<file path="config.mk">
export PLATFORM = sky130hd
export DESIGN_NAME = ecc_mont_sequencer
export DESIGN_NICKNAME = d
export VERILOG_FILES = /design/src/rtl/ecc_mont_sequencer.sv
export SDC_FILE = /design/constraint.sdc
export NUM_CORES = 1
export LEC_CHECK = 0
export ABC_AREA = 1
export CORE_AREA = 8 8 246 248
export CTS_CLUSTER_DIAMETER = 100
export DETAILED_ROUTE_END_ITERATION = 8
export DIE_AREA = 0 0 254 256
export PLACE_DENSITY = 0.64
export SLEW_MARGIN = 20
export SYNTH_ARGS = -nofsm -noshare
export SYNTH_HDL_FRONTEND = slang
export SYNTH_SLANG_ARGS = --single-unit
</file>
<file path="constraint.sdc">
create_clock -name clk -period 1.3 [get_ports clk]
set_input_delay 0.13 -clock clk [delete_from_list [all_inputs] [get_ports clk]]
set_output_delay 0.13 -clock clk [all_outputs]
set_load 0.03 [all_outputs]
</file>
<file path="src/rtl/ecc_mont_sequencer.sv">
// Job sequencer for one ECC point operation: to-Montgomery conversion, engine run,
// back-conversion, then result presentation. Drives all TDU/engine handshakes.
module ecc_mont_sequencer #(
  parameter int WIDTH   = 32,
  parameter int TIMEOUT = 4096,
  parameter int TW      = 13
) (
  input  logic             clk,
  input  logic             reset,
  input  logic             start,
  output logic             ready,
  input  logic [WIDTH-1:0] Px_i,
  input  logic [WIDTH-1:0] Py_i,
  input  logic [WIDTH-1:0] A_i,
  input  logic [WIDTH-1:0] Prime_i,
  output logic             dt_in_sig,
  output logic             dt_ToMont,
  output logic [WIDTH-1:0] dt_Px,
  output logic [WIDTH-1:0] dt_Py,
  output logic [WIDTH-1:0] dt_A,
  output logic [WIDTH-1:0] dt_Prime,
  input  logic             dt_done,
  input  logic [WIDTH-1:0] dt_Px_o,
  input  logic [WIDTH-1:0] dt_Py_o,
  input  logic [WIDTH-1:0] dt_A_o,
  output logic             eng_start,
  output logic [WIDTH-1:0] eng_Px,
  output logic [WIDTH-1:0] eng_Py,
  output logic [WIDTH-1:0] eng_A,
  output logic [WIDTH-1:0] eng_Prime,
  input  logic             eng_done,
  input  logic [WIDTH-1:0] eng_Rx,
  input  logic [WIDTH-1:0] eng_Ry,
  output logic             valid,
  output logic             err,
  output logic [WIDTH-1:0] Rx_o,
  output logic [WIDTH-1:0] Ry_o,
  output logic [WIDTH-1:0] A_o
);

  typedef enum logic [3:0] {
    IDLE, TM_REQ, TM_WAIT, TM_CAP, ENG_REQ, ENG_WAIT,
    TR_REQ, TR_WAIT, TR_CAP, DONE, ERR
  } state_t;

  state_t state_reg, state_next;

  logic [WIDTH-1:0] px_reg, py_reg, a_reg, prime_reg;
  logic [WIDTH-1:0] mpx_reg, mpy_reg, ma_reg;
  logic [WIDTH-1:0] erx_reg, ery_reg;
  logic [WIDTH-1:0] rx_reg, ry_reg, ao_reg;
  logic [TW-1:0]    tmo_reg;

  logic load_in, load_mont, load_eng, load_out;
  logic prime_bad, is_wait, timed_out, tr_phase;

  assign prime_bad = ~Prime_i[0] || (Prime_i < WIDTH'(3));
  assign is_wait   = (state_reg == TM_WAIT) || (state_reg == ENG_WAIT) || (state_reg == TR_WAIT);
  assign timed_out = (tmo_reg == TW'(TIMEOUT - 1));
  assign tr_phase  = (state_reg == TR_REQ) || (state_reg == TR_WAIT) || (state_reg == TR_CAP);

  always_comb begin
    state_next = state_reg;
    load_in    = 1'b0;
    load_mont  = 1'b0;
    load_eng   = 1'b0;
    load_out   = 1'b0;
    case (state_reg)
      IDLE: begin
        if (start) begin
          if (prime_bad) begin
            state_next = ERR;
          end else begin
            load_in    = 1'b1;
            state_next = TM_REQ;
          end
        end
      end
      TM_REQ:  state_next = TM_WAIT;
      TM_WAIT: begin
        if (dt_done)        state_next = TM_CAP;
        else if (timed_out) state_next = ERR;
      end
      TM_CAP: begin
        load_mont  = 1'b1;
        state_next = ENG_REQ;
      end
      ENG_REQ:  state_next = ENG_WAIT;
      ENG_WAIT: begin
        if (eng_done) begin
          load_eng   = 1'b1;
          state_next = TR_REQ;
        end else if (timed_out) begin
          state_next = ERR;
        end
      end
      TR_REQ:  state_next = TR_WAIT;
      TR_WAIT: begin
        if (dt_done)        state_next = TR_CAP;
        else if (timed_out) state_next = ERR;
      end
      TR_CAP: begin
        load_out   = 1'b1;
        state_next = DONE;
      end
      DONE:    state_next = IDLE;
      ERR:     state_next = IDLE;
      default: state_next = IDLE;
    endcase
  end

  always_ff @(posedge clk) begin
    if (!reset) begin
      state_reg <= IDLE;
      px_reg    <= '0;
      py_reg    <= '0;
      a_reg     <= '0;
      prime_reg <= '0;
      mpx_reg   <= '0;
      mpy_reg   <= '0;
      ma_reg    <= '0;
      erx_reg   <= '0;
      ery_reg   <= '0;
      rx_reg    <= '0;
      ry_reg    <= '0;
      ao_reg    <= '0;
      tmo_reg   <= '0;
    end else begin
      state_reg <= state_next;
      // Counter is held at zero outside WAIT states, so every WAIT entry starts fresh.
      tmo_reg   <= is_wait ? tmo_reg + TW'(1) : '0;
      if (load_in) begin
        px_reg    <= Px_i;
        py_reg    <= Py_i;
        a_reg     <= A_i;
        prime_reg <= Prime_i;
      end
      if (load_mont) begin
        mpx_reg <= dt_Px_o;
        mpy_reg <= dt_Py_o;
        ma_reg  <= dt_A_o;
      end
      if (load_eng) begin
        erx_reg <= eng_Rx;
        ery_reg <= eng_Ry;
      end
      if (load_out) begin
        rx_reg <= dt_Px_o;
        ry_reg <= dt_Py_o;
        ao_reg <= dt_A_o;
      end
    end
  end

  assign ready     = (state_reg == IDLE);
  assign valid     = (state_reg == DONE);
  assign err       = (state_reg == ERR);
  assign eng_start = (state_reg == ENG_REQ);
  assign dt_in_sig = (state_reg == TM_REQ) || (state_reg == TR_REQ);
  assign dt_ToMont = (state_reg == TM_REQ) || (state_reg == TM_WAIT) || (state_reg == TM_CAP);

  // The back-conversion feeds the engine result and the Montgomery-domain A.
  assign dt_Px    = tr_phase ? erx_reg : px_reg;
  assign dt_Py    = tr_phase ? ery_reg : py_reg;
  assign dt_A     = tr_phase ? ma_reg  : a_reg;
  assign dt_Prime = prime_reg;

  assign eng_Px    = mpx_reg;
  assign eng_Py    = mpy_reg;
  assign eng_A     = ma_reg;
  assign eng_Prime = prime_reg;

  assign Rx_o = rx_reg;
  assign Ry_o = ry_reg;
  assign A_o  = ao_reg;

endmodule

</file>
* After elaboration in Yosys (flattened, before gate mapping)
Cells that the tools add are included.
Word-level totals: flip-flop bits (word level) 401, bits of input ports 293, output and inout port bits 358, logic and storage cells 56
Operators by class: add/subtract/negate cells 1, order comparisons 1, equality and inequality tests 12, muxes and demuxes 17, bitwise operators 1, reductions and logical operators 10
Operators with widths (count):
- 2-to-1 mux 32 bit | 3
- one-hot mux 4 bit (9 select lines) | 1
- less-than comparator 32 x 2 -> 1 bit (second input constant) | 1
- 2-to-1 mux 4 bit | 6
- equality test 4 x 3 -> 1 bit (second input constant) | 4
- adder 13 x 1 -> 13 bit (second input constant) | 1
- equality test 13 x 12 -> 1 bit (second input constant) | 1
- equality test 4 bit (second input constant) | 3
- equality test 4 x 2 -> 1 bit (second input constant) | 2
- logical OR 1 bit | 8
- 2-to-1 mux 1 bit | 7
- equality test 4 x 1 -> 1 bit (second input constant) | 1
- zero test 4 bit | 1
- inequality test 2 bit (second input constant) | 1
- AND reduction 2 bit | 1
- inverter 1 bit | 1

* Logic depth before layout (Yosys ltp)
word-level depth 5, mapped depth 12, depth with buffers taken out 10

* Least setup slack after synthesis
Ideal clock, no wire load.
kind flip-flop to output port, from reg state_reg[0], to out dt_A[31], arrival 1741 ps, required time 1170 ps, path slack -571 ps, stages on the path, launching flop included 8, buffers on the path 2, cell sequence dfxtp_1 > nand2_1 > inv_1 > nand2_1 > nand3_1 > buf_2 > buf_2 > o21ai_0
Between the ends: longest elaborated chain between the ends 4, elaborated cells on any way between the ends 6, those cells by class 3 x eq/ne; 1 x mux; 2 x reduce/logical
Ends and longest elaborated chain:
- start, declared | RTL line 46 | state_t state_reg, state_next;
- start signal, assigned | RTL line 129 | state_reg <= state_next;
- equality test 4 x 3 -> 1 bit | RTL line 60 | assign tr_phase = (state_reg == TR_REQ) || (state_reg == TR_WAIT) || (state_reg == TR_CAP);
- logical OR 1 bit | RTL line 60
- logical OR 1 bit (*) | RTL line 60
- 2-to-1 mux 32 bit (*) | RTL line 165 | assign dt_A = tr_phase ? ma_reg : a_reg;
- end, declared | RTL line 20 | output logic [WIDTH-1:0] dt_A,
Mark *: on every way between the ends. The rest lies on a longest branch, timed or not.

* Worst setup path in the final report
from reg state_reg[2], to out dt_A[8]
Same word-level chain as after synthesis.

==> results.txt <==
Status - finished with violations
Failing checks - negative setup slack
Initial antenna violation count - 13
Synth warn - 0
Yosys cell types - 30
Layout Cells excl Fill - 3945
Pwr Density - 2098 nW/um^2
Fin area - 28070 sq um
Share of cells above drive strength 1 - 0.2857
Peak supply drop - 0.001251 V
Clock root buffer - clkbuf_16
HPWL Detailed - 49580 um
Std-Cell Rows - 88
Max Buffers Root-to-Sink - 3
Pre-antenna DRT Iters - 5
Die Span Y - 256 um
Crit-path max FO - 7
Post-route minimum period - 2.311 ns
Setup crit end kind - primary output
Rel. slew slack - 0.7040
Unrepaired setup endpoints after global routing - true
Synthesized instance count - 2358
Worst slew pin tran - 0.4439 ns
LEAKAGE - 0.01333 uW
Clk_skew - 0.02672 ns
Final Hold Viols - 0
Total GRT Usage - 0.2017
Largest net degree at the start of global routing - 67
Setup Crit Path Kind - reg -> out
Post-synth net total - 2652
Minimum hold slack - 0.1045 ns
First-pass GRT wire length - 102100 um
Via-per-instance ratio - 4.417
Die width - 254 um
Final WL - 72590 um
Synth Cell Area - 16250 sq um
Final slew viol count - 0
Final #Nets - 3431
Final WS setup - -1.011 ns
Wirelength per Cell - 18.40 um
Yosys reg bits - 401
Die ar. - 65020 sq um
Vias in the first global route - 16840
Sink Count - 401
Area grow syn2layout - 72.74%
Starting DRT DRC Count - 778
Fin crit share - 1.778
TritonCTS buffer count - 47
Worst Path Required - 1.17 ns
Max-cap violations - 0
Remaining Overflow, GRT - 0
Routability cong. - 0.8798
Fmax - 0.4327 GHz
Placed Instance Area - 24960 sq um
Data arrival, critical path - 2.18 ns
DRC viols - 0
Post-synthesis sequential area ratio - 0.4940
Final setup fails - 509
Worst slack, placed - -0.8214 ns
IO Port Bufs - 650
Tightest Hold Check Type - in -> reg
IO Count - 651
CP Launch Type - flip-flop
CTS tree - done
Worst-Skew Late Latency - 0.57 ns
Placed Instances - 3775
CTS H-tree depth - 2
Core area - 56810 sq um
Reg clk slew, reported paths - 0.06 ns
Syn avg cell area - 6.892 sq um
Vias - 17430
Routed Antenna Nets - 0
Starting Density - 0.2860
[metrics by stage]
step                      setup TNS (ns)  utilization  total power [uW]
after detailed placement         -193.51       0.4392             42310
final                            -231.73       0.4941             58900
after global placement           -187.30       0.4392             42110
after global routing             -288.16       0.4940             62010
after CTS                        -225.39       0.4687             56830
after floorplan                   -64.92            -             30450
[layer usage]
metal  track usage  routed length [um]  vias up
met5             0                  69        -
met2        0.3329               34050      535
met4       0.08486                2723       10
li1              -                   -     8814
met3       0.06477                5540      139
met1        0.2386               30200     7929
[cell usage after synthesis]
library cell / instances / area share
nor2_1: 665 / 0.15
nand2_1: 527 / 0.12
dfxtp_1: 401 / 0.49
o21ai_0: 283 / 0.087
inv_1: 173 / 0.040
a21oi_1: 76 / 0.023
clkbuf_1: 75 / 0.017
buf_2: 52 / 0.016
buf_4: 36 / 0.017
buf_6: 15 / 0.010
nand3_1: 9 / 0.0028
inv_2: 8 / 0.0018
o21ai_1: 8 / 0.0025
nand4_1: 5 / 0.0019
nor3_1: 5 / 0.0015
nor2_2: 3 / 0.0012
nand2_2: 2 / 0.00077
nor3b_1: 2 / 0.00092
xor2_1: 2 / 0.0011
a211oi_1: 1 / 0.00046
a31oi_1: 1 / 0.00039
and2_1: 1 / 0.00039
buf_1: 1 / 0.00023
ha_1: 1 / 0.00077
nand3b_1: 1 / 0.00046
nor2_4: 1 / 0.00069
o2111ai_1: 1 / 0.00054
o21a_1: 1 / 0.00046
or2_2: 1 / 0.00039
xnor2_1: 1 / 0.00054
[area by class of cell]
class | count | area [sq um]
clock buffers | 68 | 1325
well taps | 765 | 957.2
inverters | 181 | 709.4
diodes | 9 | 22.52
flip-flops and latches | 401 | 8064
clock inverters | 15 | 161.4
repair buffers | 909 | 9338
multi-input cells | 1597 | 7495
fillers | 5604 | 28740
[timing repair]
item                                    in CTS  in global routing
endpoints found under the hold margin        4                  0
buffers inserted                            22                 20
hold buffers                                 1                  0
pin swaps                                    7                 15
cloned                                      14                 29
gates resized for setup                   1390                206
endpoints found under the setup margin     733                565
[worst paths after layout]
check,depth (start not counted),endpoint,slack [ns],from
hold reg to reg,2,dt_Prime[0]$_SDFFE_PN0P_,0.46,dt_Prime[0]$_SDFFE_PN0P_
hold / removal,3,ery_reg[18]$_SDFFE_PN0P_,0.10,eng_Ry[18]
setup / recovery,10,dt_A[8],-1.01,state_reg[2]$_SDFFE_PN0P_
setup reg to reg,12,py_reg[10]$_SDFFE_PN0P_,-0.59,state_reg[1]$_SDFFE_PN0P_
[cells by family (layout without fill, tap and decap cells)]
kind of cell               count (synthesis)  after routing  synth area share
adders and majority gates                  1              1         0.0007698
DFF                                      401            401            0.4940
and+or+nand+nor                         1222           1222            0.2863
xor gates and xnor gates                   3              3          0.001617
buffers and inverters                    360           1173            0.1024
AOI/OAI and AO/OA                        371            371            0.1149
other                                      0              9                 0
[critical path, stage by stage, from the launching register on]
cell and delay, ns:
dfxtp_4 0.39, inv_4 0.04, nor2_4 0.16, nand2_2 0.10
nand3_4 0.13, buf_8 0.15, buf_12 0.16, buf_6 0.13
nand2_4 0.04, o21ai_1 0.08, buf_4 0.19
[cells in the final DEF, fill, tap and decap left out, types with 70 or more instances in the layout]
| cell type | n |
|---|---|
| clkbuf_16 | 70 |
| buf_6 | 77 |
| buf_12 | 88 |
| o21ai_0 | 197 |
| a21oi_1 | 74 |
| dfxtp_1 | 382 |
| buf_2 | 178 |
| buf_4 | 219 |
| nor2_1 | 606 |
| clkdlybuf4s50_1 | 291 |
| nand2_1 | 469 |
| inv_1 | 167 |
[where the power goes]
group          internal (uW)  switching (uW)  total [uW]
combinational          12200           17300       29500
sequential             15100            1470       16500
clock                   7480            5370       12900
total                  34800           24100       58900
Power figures use the tool's default switching activity.
